$ cat src/rtl/seg7_scan_driver_pkg.sv
// Shared code values, segment patterns and scan FSM states for the 4-digit
// multiplexed 7-segment driver. Patterns are active-low {g,f,e,d,c,b,a}.
package seg7_scan_driver_pkg;

  localparam logic [4:0] CODE_UNDERSCORE = 5'h1F;
  localparam logic [4:0] CODE_BLANK      = 5'd10;

  localparam logic [6:0] SEG_0          = 7'b1000000;
  localparam logic [6:0] SEG_1          = 7'b1111001;
  localparam logic [6:0] SEG_2          = 7'b0100100;
  localparam logic [6:0] SEG_3          = 7'b0110000;
  localparam logic [6:0] SEG_4          = 7'b0011001;
  localparam logic [6:0] SEG_5          = 7'b0010010;
  localparam logic [6:0] SEG_6          = 7'b0000010;
  localparam logic [6:0] SEG_7          = 7'b1111000;
  localparam logic [6:0] SEG_8          = 7'b0000000;
  localparam logic [6:0] SEG_9          = 7'b0010000;
  localparam logic [6:0] SEG_UNDERSCORE = 7'b1110111;
  localparam logic [6:0] SEG_OFF        = 7'b1111111;

  typedef enum logic {
    ST_INIT,
    ST_SCAN
  } scan_state_e;

endpackage

$ cat src/rtl/seg7_scan_driver_bcd_to_seg7.sv
// Combinational digit-code decoder: 0-9 digits, 5'h1F underscore, all else blank.
module bcd_to_seg7
  import seg7_scan_driver_pkg::*;
(
  input  logic [4:0] i_code,
  output logic [6:0] o_seg
);

  always_comb begin
    o_seg = SEG_OFF;
    case (i_code)
      5'd0:            o_seg = SEG_0;
      5'd1:            o_seg = SEG_1;
      5'd2:            o_seg = SEG_2;
      5'd3:            o_seg = SEG_3;
      5'd4:            o_seg = SEG_4;
      5'd5:            o_seg = SEG_5;
      5'd6:            o_seg = SEG_6;
      5'd7:            o_seg = SEG_7;
      5'd8:            o_seg = SEG_8;
      5'd9:            o_seg = SEG_9;
      CODE_UNDERSCORE: o_seg = SEG_UNDERSCORE;
      default:         o_seg = SEG_OFF;
    endcase
  end

endmodule

$ cat src/rtl/seg7_scan_driver.sv
// 4-digit multiplexed 7-segment scan driver with per-frame input snapshot,
// anti-ghosting blank window, optional leading-zero blanking and registered pins.
module seg7_scan_driver
  import seg7_scan_driver_pkg::*;
#(
  parameter int unsigned REFRESH_DIV  = 50000,
  parameter int unsigned BLANK_CYCLES = 4,
  parameter bit          LZB          = 1'b0
) (
  input  logic       sys_clk,
  input  logic       reset,
  input  logic [4:0] bcd3,
  input  logic [4:0] bcd2,
  input  logic [4:0] bcd1,
  input  logic [4:0] bcd0,
  input  logic       si,
  output logic [3:0] an,
  output logic [6:0] seg,
  output logic       dp
);

  localparam int unsigned   PW         = $clog2(REFRESH_DIV);
  localparam logic [PW-1:0] PRESC_LAST = PW'(REFRESH_DIV - 1);
  localparam logic [PW-1:0] BLANK_END  = PW'(BLANK_CYCLES);

  scan_state_e     r_state;
  scan_state_e     w_state_nxt;
  logic [PW-1:0]   r_presc;
  logic [1:0]      r_slot;
  logic [3:0][4:0] r_snap;
  logic            r_snap_si;
  logic            w_wrap;
  logic            w_capture;
  logic            w_lit;
  logic [3:0]      w_lead_zero;
  logic [4:0]      w_code;
  logic [6:0]      w_seg;

  always_ff @(posedge sys_clk or negedge reset) begin
    if (!reset) r_state <= ST_INIT;
    else        r_state <= w_state_nxt;
  end

  always_comb begin
    w_state_nxt = r_state;
    if (r_state == ST_INIT) w_state_nxt = ST_SCAN;
  end

  assign w_wrap    = (r_state == ST_SCAN) && (r_presc == PRESC_LAST);
  assign w_capture = (r_state == ST_INIT) || (w_wrap && (r_slot == 2'd3));

  // Prescaler is held at 0 during INIT so slot 0 starts on the first SCAN cycle.
  always_ff @(posedge sys_clk or negedge reset) begin
    if (!reset) begin
      r_presc <= '0;
      r_slot  <= '0;
    end else if (r_state == ST_SCAN) begin
      if (w_wrap) begin
        r_presc <= '0;
        r_slot  <= r_slot + 2'd1;
      end else begin
        r_presc <= r_presc + 1'b1;
      end
    end
  end

  always_ff @(posedge sys_clk or negedge reset) begin
    if (!reset) begin
      r_snap    <= {4{CODE_BLANK}};
      r_snap_si <= 1'b0;
    end else if (w_capture) begin
      r_snap    <= {bcd3, bcd2, bcd1, bcd0};
      r_snap_si <= si;
    end
  end

  // w_lead_zero[k]: digit k and every digit to its left are 0; digit 0 never blanks.
  always_comb begin
    w_lead_zero    = '0;
    w_lead_zero[3] = (r_snap[3] == 5'd0);
    w_lead_zero[2] = w_lead_zero[3] && (r_snap[2] == 5'd0);
    w_lead_zero[1] = w_lead_zero[2] && (r_snap[1] == 5'd0);
  end

  assign w_code = (LZB && w_lead_zero[r_slot]) ? CODE_BLANK : r_snap[r_slot];
  assign w_lit  = (r_state == ST_SCAN) && (r_presc >= BLANK_END);

  bcd_to_seg7 u_dec (
    .i_code (w_code),
    .o_seg  (w_seg)
  );

  always_ff @(posedge sys_clk or negedge reset) begin
    if (!reset) begin
      an  <= '1;
      seg <= SEG_OFF;
      dp  <= 1'b1;
    end else begin
      an  <= w_lit ? ~(4'b0001 << r_slot) : '1;
      seg <= w_lit ? w_seg : SEG_OFF;
      dp  <= ~(w_lit && (r_slot == 2'd0) && r_snap_si);
    end
  end

endmodule
$ cat config.mk
export PLATFORM = sky130hd
export DESIGN_NAME = seg7_scan_driver
export DESIGN_NICKNAME = d
export VERILOG_FILES = /design/src/rtl/seg7_scan_driver_pkg.sv /design/src/rtl/seg7_scan_driver_bcd_to_seg7.sv /design/src/rtl/seg7_scan_driver.sv
export SDC_FILE = /design/constraint.sdc
export NUM_CORES = 1
export LEC_CHECK = 0
export BUFFER_PORTS_ARGS = -buffer_cell sky130_fd_sc_hd__buf_2
export CAP_MARGIN = 40
export CORE_AREA = 2 2 80 120
export CTS_CLUSTER_DIAMETER = 60
export CTS_CLUSTER_SIZE = 10
export DETAILED_ROUTE_END_ITERATION = 10
export DIE_AREA = 0 0 82 122
export MAX_ROUTING_LAYER = met4
export SYNTH_ARGS = -nofsm -noshare
export SYNTH_HDL_FRONTEND = slang
export SYNTH_SLANG_ARGS = --single-unit
$ cat constraint.sdc
create_clock -name sys_clk -period 3.6 [get_ports sys_clk]
set_clock_uncertainty 0.15 [all_clocks]
set_input_delay 0.72 -clock sys_clk [delete_from_list [all_inputs] [get_ports sys_clk]]
set_output_delay 0.72 -clock sys_clk [all_outputs]
set_load 0.01 [all_outputs]
# == Word-level counts from Yosys, hierarchy flattened ==
# Memory sizes are Yosys's and may differ from the RTL's.
# Cells that the tools add are included.
# classes
add_sub_neg,2
order_cmp,2
eq_ne,2
shifts,1
mux,5
bitwise,3
reduce_logical,8
# ops
operator,count
$add 16x1->16 const B,1
$eq 16x16->1 const B,1
$ge 16x3->1 const B,1
$mux 16,1
$bmux 5 s2,1
$mux 7,1
$logic_and 1x1->1,5
$mux 5,1
$mux 4,1
$not 4->4,1
$shl 1x2->4 const A,1
$lt 2x3->1 const B,1
$add 2x1->2 const B,1
$eq 2x2->1 const B,1
$logic_not 2->1,1
$not 1->1,2
$reduce_and 2->1,1
$logic_or 1x1->1,1
# word_totals
regBits,52
romBits,224
inputBits,23
output_inout_bits,12
wordCells,35
mem_count,1
# mem_list
name,words,word_bits,read_ports,rd_ports_with_merged_regs,wr,line_no,text
(no name shown),32,7,1,0,0,seg7_scan_driver_bcd_to_seg7.sv:11,case (i_code)

# == Logic depth before layout (Yosys ltp) ==
# Gate-level depths: netlist of run 1.
# logic_depth
word_depth,5
mapped_depth,8
mapped_depth_nobuf,7

# == By module ==
# From an unflattened synthesis of run 1, not the netlist that was laid out.
# hier_totals
hier_cells,217
area_unflattened_um2,2603.7
# modules_own_cells
mod,instances,cells_per_inst,area_each_um2,seq_area_each_um2
seg7_scan_driver,1,177,2318.5,1326.3
bcd_to_seg7,1,40,285.3,0.0

# == Worst setup path before layout of run 1 ==
# Ideal clock, no wire load.
# synth_timing
path_type,register to register
startpoint,register r_presc[0]
endpoint,register r_snap[0] in the netlist's numbering
setup_ns,0.125
arrival_time_ns,1.849
required_time_ns,3.325
path_slack_ns,1.476
path_stages_with_launch,7
path_buffers,1
period_less_slack_ns,2.124
cell_sequence,dfrtp_1 ha_1 nand4_4 or3_4 o31a_4 buf_12 mux2_4
# synth_via
elab_chain_cells,4
# synth_rtl
element,line_no,text
"start, declared",seg7_scan_driver.sv:28,logic [PW-1:0] r_presc;
"start signal, assigned",seg7_scan_driver.sv:62,r_presc <= r_presc + 1'b1;
$eq 16x16->1,seg7_scan_driver.sv:49,assign w_wrap = (r_state == ST_SCAN) && (r_presc == PRESC_LAST);
$logic_and 1x1->1,seg7_scan_driver.sv:49,
$logic_and 1x1->1,seg7_scan_driver.sv:50,assign w_capture = (r_state == ST_INIT) || (w_wrap && (r_slot == 2'd3));
$logic_or 1x1->1,seg7_scan_driver.sv:50,
"end signal, assigned",seg7_scan_driver.sv:69,r_snap <= {4{CODE_BLANK}};
"end signal, assigned",seg7_scan_driver.sv:72,"r_snap <= {bcd3, bcd2, bcd1, bcd0};"
"end, declared",seg7_scan_driver.sv:30,logic [3:0][4:0] r_snap;
# Every way passes these cells.
# A chain may end at the register's enable or synchronous reset.

# == Worst setup path after layout of run 1 ==
# layout_timing
startpoint,register r_slot[0]
endpoint,register seg[3]
# layout_via
elab_chain_cells,4
# layout_rtl
element,line_no,text
"start, declared",seg7_scan_driver.sv:29,logic [1:0] r_slot;
"start signal, assigned",seg7_scan_driver.sv:60,r_slot <= r_slot + 2'd1;
$bmux 5 s2,seg7_scan_driver.sv:85,assign w_code = (LZB && w_lead_zero[r_slot]) ? CODE_BLANK : r_snap[r_slot];
$mux 5 (implied by the code),seg7_scan_driver.sv:85,
$mem_v2 32x7,n/a,
$mux 7,seg7_scan_driver.sv:100,seg <= w_lit ? w_seg : SEG_OFF;
"end signal, assigned",seg7_scan_driver.sv:100,
"end, declared",seg7_scan_driver.sv:18,"output logic [6:0] seg,"
# Every way passes these cells. The select of a mux whose other input is x is not followed.

==> results of run 1 <==
through the flow:
stage               power (mW)  setup WS [ns]  instances
finish                    1.53           1.27        358
global route              1.61           1.05        358
CTS                       1.54           1.23        358
detailed placement        1.00           1.25        350
global placement         0.990           1.30        349
floorplan                0.918           1.48        208
sequential cells by signal, indices dropped and copies added (netlist names):
name	flops
an	4
dp	1
r_presc	16
r_slot	2
r_snap	20
r_snap_si	1
r_state	1
seg	7
cell families after synthesis:
logic type,count (synthesis),synth area share [%]
muxes,29,17.3
and+or+nand+nor,62,13.2
buffers and inverters,20,4.51
adders and majority gates,12,5.70
other,1,0.142
xor gates and xnor gates,12,3.99
DFF,52,50.3
AOI/OAI and AO/OA,20,4.80
metal layers:
metal | vias to the layer above | part of all wire (%) | track usage, %
li1 | 790 | - | -
met1 | 759 | 45 | 13.7
met2 | 33 | 49 | 15.5
met3 | 6 | 3.9 | 2.37
met4 | 0 | 1.7 | 4.38
met5 | - | 0 | -
layout by cell type (no fill, tap or decap), drive strengths merged, types with 7 or more instances in the layout:
cell,Yosys,final
buf,7,37
dfrtp,32,32
dfstp,20,20
ha,12,12
inv,13,13
mux2,22,22
nand2,15,15
nand3,7,7
nor2,10,10
o21ai,8,8
xnor2,9,9
cell type report:
class	count	area share, %
Sequential cell	52	43.1
Timing Repair Buffer	37	6.67
Multi-Input combinational cell	136	38.7
Clock inverter	3	1.38
Inverter	13	1.59
Clock buffer	5	4.07
Tap cell	112	4.55
where the power goes:
group	leakage [nW]	switching [mW]	internal [mW]	total, mW
registers	0.616	0.0580	0.672	0.730
logic	0.649	0.138	0.122	0.260
clock network	0.0798	0.212	0.327	0.539
total	1.34	0.408	1.12	1.53
final timing paths:
path	cells after the start	end	start	slack (ns)
hold reg to reg	1	dp	r_snap_si	0.29
hold / removal	1	r_snap[4]	reset	0.21
min in group sys_clk	1	dp	r_snap_si	0.29
max in group asynchronous	3	seg[4]	reset	2.36
setup reg to reg	6	seg[3]	r_slot[0]	1.27
setup / recovery	6	seg[3]	r_slot[0]	1.27
==> results.sh, run 1 <==
export IMPL_status="finished clean"
export IMPL_syn_avg_cell_area_sq_um=12.7
export IMPL_cp_slowest_cell="mux4_2"
export IMPL_synth_fp_nets=243
export IMPL_post_drt_wl_per_cell_um=13.2
export IMPL_grt_overflow_total=0
export IMPL_synthFlopType="dfrtp_1"
export IMPL_critPathLaunchType="register"
export IMPL_die_area_sq_um=10000
export IMPL_utilization_pct=34.1
export IMPL_synth_common_cells="dfrtp_1, dfstp_2, mux2_4"
export IMPL_cts_sinks=52
export IMPL_period_needed_ns=2.33
export IMPL_seq_area_sq_um=1330
export IMPL_synth_edf_count=0
export IMPL_synth_cell_types=40
export IMPL_synth_top_area_share_pct=30.4
export IMPL_netlist_instances=208
export IMPL_via_per_inst=4.44
export IMPL_ant_nets=0
export IMPL_drc=0
export IMPL_period_share_pct=64.6
export IMPL_die_w_um=82
export IMPL_grt_max_degree=32
export IMPL_ctsHoldBuffers=0
export IMPL_core_area_sq_um=9040
export IMPL_cts_max_path_buffers=2
export IMPL_post_cts_buffers=0
export IMPL_ys_async_sr_fraction_pct=100
export IMPL_cts_clk_slew_worst_paths_ns=0.07
export IMPL_ys_seq_area_share_pct=50.3
export IMPL_min_delay_path_class="in2async"
export IMPL_drive_gt1_share_pct=40.2
export IMPL_insertion_delay_ns=0.29
export IMPL_report_final_setup_viol=0
export IMPL_ioPinCount=35
export IMPL_design_area_sq_um=3080
export IMPL_ys_warn_count=0
export IMPL_numCtsBuffers=5
export IMPL_yosysTopAreaCell="dfrtp_1"
export IMPL_slew_viol_final=0
export IMPL_portBuffers=34
export IMPL_grt_usage_pct=10.5
export IMPL_multi_input_area_sq_um=1190
export IMPL_rows=43
export IMPL_antenna_found_initial=0
export IMPL_postCtsResizedCells=0
export IMPL_cp_num_buf_inv=1
export IMPL_synth_most_common_cell="dfrtp_1"
export IMPL_grt_pass1_vias=1600
export IMPL_num_fill_cells=943
export IMPL_cts_tree="built"
export IMPL_cp_max_fo=8
export IMPL_p_per_area_nw_per_um2=497
export IMPL_critical_path_class="reg2reg"
export IMPL_fin_setup_tns_ns=0
export IMPL_max_stage_delay_ns=0.64
export IMPL_cp_end_kind="register"
export IMPL_critical_path_required_ns=3.63
export IMPL_htree_levels=2
export IMPL_syn2layout_area_growth_pct=16.8
export IMPL_drtIter0Drc=66
export IMPL_slew_headroom_pct=53.4
export IMPL_hold_viol=0
export IMPL_max_clock_freq_mhz=430
export IMPL_p_leak_nw=1.34
export IMPL_initial_core_util_pct=29.2
export IMPL_die_height_um=122
export IMPL_syn_area_sq_um=2640
export IMPL_rsz0062_at_grt="false"
export IMPL_cap_violations=0
export IMPL_placed_area_sq_um=2910
export IMPL_peakVddDrop_v=0.000176
export IMPL_nets=280
export IMPL_diodes=0
export IMPL_root_buffer="clkbuf_16"
export IMPL_worst_pin_slew_ns=0.690
export IMPL_grt_pass1_wl_um=7800
export IMPL_worstPathArrival_ns=2.36
export IMPL_vias=1588
export IMPL_crit_family="multiplexers"
export IMPL_cp_cell_sequence="mux4_2, inv_1, ha_1, nand2_1, a21oi_1, o311ai_0"
export IMPL_whs_ns=0.213
export IMPL_dr_pass1_iters=4
export IMPL_hpwlAfterDp_um=3520
export IMPL_synth_seq_cells=52
export IMPL_routed_wl_um=4720
export IMPL_netlist_top_cells_area="dfrtp_1, dfstp_2, mux2_4"
export IMPL_gp_congestion=0.857
(Power assumes the default switching activity.)
==> inputs of run 2 (changes only) <==
==> constraint.sdc (replaced) <==
create_clock -name sys_clk -period 2.3 [get_ports sys_clk]
set_clock_uncertainty 0.15 [all_clocks]
set_input_delay 0.46 -clock sys_clk [delete_from_list [all_inputs] [get_ports sys_clk]]
set_output_delay 0.46 -clock sys_clk [all_outputs]
set_load 0.01 [all_outputs]
==> run 2 against run 1 <==
Against the previous run:
- the flow now finishes with violations (hold timing)
- final area grew 3.5%
- non-clock buffer count grew 8
- sequential share of layout area shrank 1.4 points
- die area is the same
- wire length grew 2.0%
- via count grew 3.3%
- fmax grew 6.4%
- final cell count grew 2.2%
- clock power grew 97%
- critical path depth shrank 1
- worst hold slack lost 0.23 ns
- sequential cell count is the same
- critical path type unchanged
- largest cell class unchanged
==> results.sh, run 2 (synthesis gave the netlist of run 1 again) <==
export IMPL_status="finished, violations left"
export IMPL_violations="hold timing"
export IMPL_cts_sinks=52
export IMPL_ctsHoldBuffers=0
export IMPL_vias=1641
export IMPL_cts_clk_slew_worst_paths_ns=0.07
export IMPL_worstPathArrival_ns=2.21
export IMPL_drtIter0Drc=62
export IMPL_grt_overflow_total=0
export IMPL_p_per_area_nw_per_um2=828
export IMPL_routed_wl_um=4810
export IMPL_rr_worst_depth=5
export IMPL_max_clock_freq_mhz=457
export IMPL_slew_viol_final=0
export IMPL_reg_top3="r_snap x20, r_presc x16, seg x7"
export IMPL_critical_path_class="reg2reg"
export IMPL_drive_gt1_share_pct=42.5
export IMPL_via_per_inst=4.48
export IMPL_diodes=0
export IMPL_finalPower_mw=2.64
export IMPL_rsz0062_at_grt="false"
export IMPL_die_height_um=122
export IMPL_ant_nets=0
export IMPL_fin_setup_tns_ns=0
export IMPL_cp_slowest_cell="o31a_4"
export IMPL_drc=0
export IMPL_dr_pass1_iters=4
export IMPL_p_leak_nw=1.41
export IMPL_nets=288
export IMPL_grt_pass1_wl_um=8260
export IMPL_final_common_cell="buf_2"
export IMPL_cp_cell_sequence="ha_1, nand4_4, or3_4, o31a_4, mux2_4"
export IMPL_core_area_sq_um=9040
export IMPL_hold_viol=11
export IMPL_insertion_delay_ns=0.29
export IMPL_grt_max_degree=32
export IMPL_period_needed_ns=2.19
export IMPL_cts_max_path_buffers=2
export IMPL_whs_ns=-0.0162
export IMPL_critical_path_required_ns=2.33
export IMPL_portBuffers=34
export IMPL_die_w_um=82
export IMPL_hpwlAfterDp_um=3650
export IMPL_largest_register_ffs=20
export IMPL_peakVddDrop_v=0.000447
export IMPL_post_cts_buffers=0
export IMPL_critPathLaunchType="register"
export IMPL_die_area_sq_um=10000
export IMPL_max_stage_delay_ns=0.44
export IMPL_min_delay_path_class="in2async"
export IMPL_layout_common_cells="buf_2, dfrtp_1, mux2_4, dfstp_2, nand2_1"
export IMPL_regMostFlops="r_snap"
export IMPL_antenna_found_initial=0
export IMPL_post_drt_wl_per_cell_um=13.1
export IMPL_report_final_setup_viol=0
export IMPL_ioPinCount=35
export IMPL_rows=43
export IMPL_cap_violations=0
export IMPL_cp_max_fo=21
export IMPL_cp_end_kind="register"
export IMPL_syn2layout_area_growth_pct=20.9
export IMPL_cts_tree="built"
export IMPL_period_share_pct=95.1
export IMPL_htree_levels=2
export IMPL_grt_usage_pct=11.1
export IMPL_initial_core_util_pct=29.2
export IMPL_gp_congestion=0.853
export IMPL_root_buffer="clkbuf_16"
export IMPL_numCtsBuffers=5
export IMPL_grt_pass1_vias=1705
[run 2: changes by cell type in the layout (fill, tap and decap cells not counted)]
cell and change:
bufinv_16 +2, dfrtp_2 +1, clkinvlp_4 -1, buf_4 +8, clkinv_2 -1, dfrtp_1 -1
[run 2: final cells by class]
class,instances,area [sq um]
Fill cell,903,5850
Tap cell,112,140
Clock buffer,5,125
Inverter,13,48.8
Clock inverter,3,90.1
Multi-Input combinational cell,136,1190
Timing Repair Buffer,45,265
Sequential cell,52,1330
[run 2: what timing repair did]
action / in CTS / in global routing
resized for setup: 0 / 1
endpoints found under the setup margin: 0 / 1
hold endpoints to repair: 0 / 0
[run 2: where the power goes]
| group | leakage, nW | switching (mW) | internal (mW) |
|---|---|---|---|
| Clock | 0.104 | 0.325 | 0.733 |
| Sequential | 0.614 | 0.0845 | 1.05 |
| Combinational | 0.688 | 0.226 | 0.219 |
[run 2: worst max-delay path, delay by kind of cell (launching register included)]
| family | cells | cell delay, ns |
|---|---|---|
| flip-flops | 1 | 0.38 |
| AO/OA/AOI/OAI | 1 | 0.44 |
| AND/OR/NAND/NOR | 2 | 0.52 |
| multiplexers | 1 | 0.35 |
| adder cells (fa/ha/maj) | 1 | 0.22 |
[run 2: path summary, 6_finish.rpt]
kind	from	to	slack, ns
worst max-delay path	r_presc[0]	r_snap[9]	0.11
worst min-delay path	reset	r_presc[9]	-0.02
worst max register to register	r_presc[0]	r_snap[9]	0.11
worst min register to register	r_snap_si	dp	0.28
max in group asynchronous	reset	seg[1]	1.42
min in group sys_clk	bcd1[1]	r_snap[6]	0.24
[run 2: stage by stage]
stage	hold slack (ns)	instance area [sq um]	util, %	worst slack (ns)	instances
finish	-0.0162	3190	35.3	0.113	366
global placement	0.277	2970	32.9	0.174	358
floorplan	0.0144	2640	-	0.176	208
global route	0.0191	3190	35.3	0.00426	366
detailed placement	0.274	2970	32.9	0.104	358
CTS	0.00264	3190	35.2	0.0952	366
[run 2: routing by layer]
| metal | GRT usage, % | share of wire (%) | vias up |
|---|---|---|---|
| met5 | - | 0 | - |
| met4 | 4.58 | 2.6 | 0 |
| met3 | 2.44 | 3.6 | 10 |
| met2 | 17.8 | 50 | 31 |
| met1 | 13.4 | 43 | 799 |
| li1 | - | - | 801 |
==> inputs of run 3 (changes only) <==
--- a/config.mk
+++ b/config.mk
@@ -8,6 +8,7 @@
 export BUFFER_PORTS_ARGS = -buffer_cell sky130_fd_sc_hd__buf_2
 export CAP_MARGIN = 40
 export CORE_AREA = 2 2 80 120
+export CTS_BUF_LIST = sky130_fd_sc_hd__clkbuf_4 sky130_fd_sc_hd__clkbuf_8
 export CTS_CLUSTER_DIAMETER = 60
 export CTS_CLUSTER_SIZE = 10
 export DETAILED_ROUTE_END_ITERATION = 10
==> run 3 against run 2 <==
Against the previous run:
- the run now ends clean
- die area stayed put
- worst hold slack better by 0.24 ns
- sequential share of layout area is 0.61 points higher
- critical endpoint unchanged
- largest cell class unchanged
==> results.sh, run 3 (synthesis gave the netlist of run 1 again) <==
export IMPL_status="finished clean"
export IMPL_via_per_inst=4.54
export IMPL_antenna_found_initial=0
export IMPL_final_cells=367
export IMPL_period_share_pct=95.5
export IMPL_min_delay_path_class="in2reg"
export IMPL_fin_setup_tns_ns=0
export IMPL_rsz0062_at_grt="false"
export IMPL_final_common_cell="buf_2"
export IMPL_grt_overflow_total=0
export IMPL_cap_violations=0
export IMPL_layout_common_cells="buf_2, dfrtp_1, mux2_4, dfstp_2, nand2_1"
export IMPL_cp_cell_sequence="ha_1, nand4_4, or3_4, o31a_4, mux2_4"
export IMPL_cp_num_buf_inv=0
export IMPL_gp_congestion=0.853
export IMPL_max_clock_freq_mhz=455
export IMPL_syn2layout_area_growth_pct=19.2
export IMPL_nets=289
export IMPL_insertion_delay_ns=0.31
export IMPL_dp_cells=358
export IMPL_vias=1668
export IMPL_root_buffer="clkbuf_8"
export IMPL_grt_pass1_vias=1738
export IMPL_max_stage_delay_ns=0.45
export IMPL_report_final_setup_viol=0
export IMPL_critPathLaunchType="register"
export IMPL_drtIter0Drc=69
export IMPL_hold_viol=0
export IMPL_diodes=0
export IMPL_drc=0
export IMPL_utilization_pct=34.7
export IMPL_grt_usage_pct=11.2
export IMPL_initial_core_util_pct=29.2
export IMPL_critical_path_class="reg2reg"
export IMPL_drive_gt1_share_pct=42.4
export IMPL_regMostFlops="r_snap"
export IMPL_core_area_sq_um=9040
export IMPL_cts_sinks=52
export IMPL_portBuffers=34
export IMPL_peakVddDrop_v=0.000383
export IMPL_hpwlAfterDp_um=3650
export IMPL_cts_clk_slew_worst_paths_ns=0.09
export IMPL_htree_levels=2
export IMPL_finalPower_mw=2.43
export IMPL_die_w_um=82
export IMPL_routed_wl_um=4860
export IMPL_numCtsBuffers=5
export IMPL_crit_family="simple AND/OR/NAND/NOR gates"
export IMPL_ioPinCount=35
export IMPL_placed_area_sq_um=2970
export IMPL_die_area_sq_um=10000
export IMPL_worstPathArrival_ns=2.25
export IMPL_cp_slowest_cell="o31a_4"
export IMPL_cts_max_path_buffers=2
export IMPL_cp_end_kind="register"
export IMPL_period_needed_ns=2.20
export IMPL_die_height_um=122
export IMPL_ant_nets=0
export IMPL_slew_viol_final=0
export IMPL_grt_max_degree=32
export IMPL_post_drt_wl_per_cell_um=13.2
export IMPL_rows=43
export IMPL_p_leak_nw=1.39
export IMPL_grt_pass1_wl_um=8310
export IMPL_dr_pass1_iters=4
export IMPL_reg_top3="r_snap x20, r_presc x16, seg x7"
export IMPL_critical_path_required_ns=2.35
export IMPL_largest_register_ffs=20
export IMPL_design_area_sq_um=3140
export IMPL_cp_max_fo=21
export IMPL_cts_tree="built"
export IMPL_p_per_area_nw_per_um2=774
## run 3: routing by layer
metal | up-vias | global-route usage, % | share of wire (%)
met4 | 0 | 6.56 | 2.9
met3 | 14 | 1.85 | 3.5
li1 | 805 | - | -
met1 | 817 | 13.1 | 43
met5 | - | - | 0
met2 | 32 | 17.9 | 51
## run 3: worst paths after layout
path,from,slack (ns),cells past startpoint,end
min,bcd1[1],0.22,2,r_snap[6]
max,r_presc[0],0.10,5,r_snap[9]
max in group asynchronous,reset,0.91,3,r_snap[18]
min in group asynchronous,reset,0.50,2,r_presc[11]
max reg2reg,r_presc[0],0.10,5,r_snap[9]
min reg2reg,r_snap_si,0.29,1,dp
## run 3: stage by stage
stage | worst slack (ns) | hold WS [ns]
2_1_floorplan | 0.176 | 0.0144
3_3_place_gp | 0.174 | 0.277
3_5_place_dp | 0.104 | 0.274
4_1_cts | 0.0903 | 0.207
5_1_grt | 0.000748 | 0.213
6_report | 0.104 | 0.221
## run 3: final cells by class
| class | count | area (sq um) |
|---|---|---|
| inverter | 13 | 48.8 |
| clock inverter | 3 | 90.1 |
| timing repair buffer | 46 | 275 |
| clock buffer | 5 | 68.8 |
| sequential | 52 | 1330 |
| fill | 914 | 5900 |
| tap | 112 | 140 |
| multi-input combinational | 136 | 1190 |
## run 3: timing repair
action	CTS	global route
endpoints found under the hold margin	11	0
hold buffers	1	0
resized for setup	0	1
setup endpoints to repair	0	1
setup buffers	0	0
## run 3: report_power, final
part           switching (mW)  total [mW]  internal, mW
clock                   0.303       0.846         0.544
combinational           0.228       0.448         0.220
sequential             0.0838        1.13          1.05
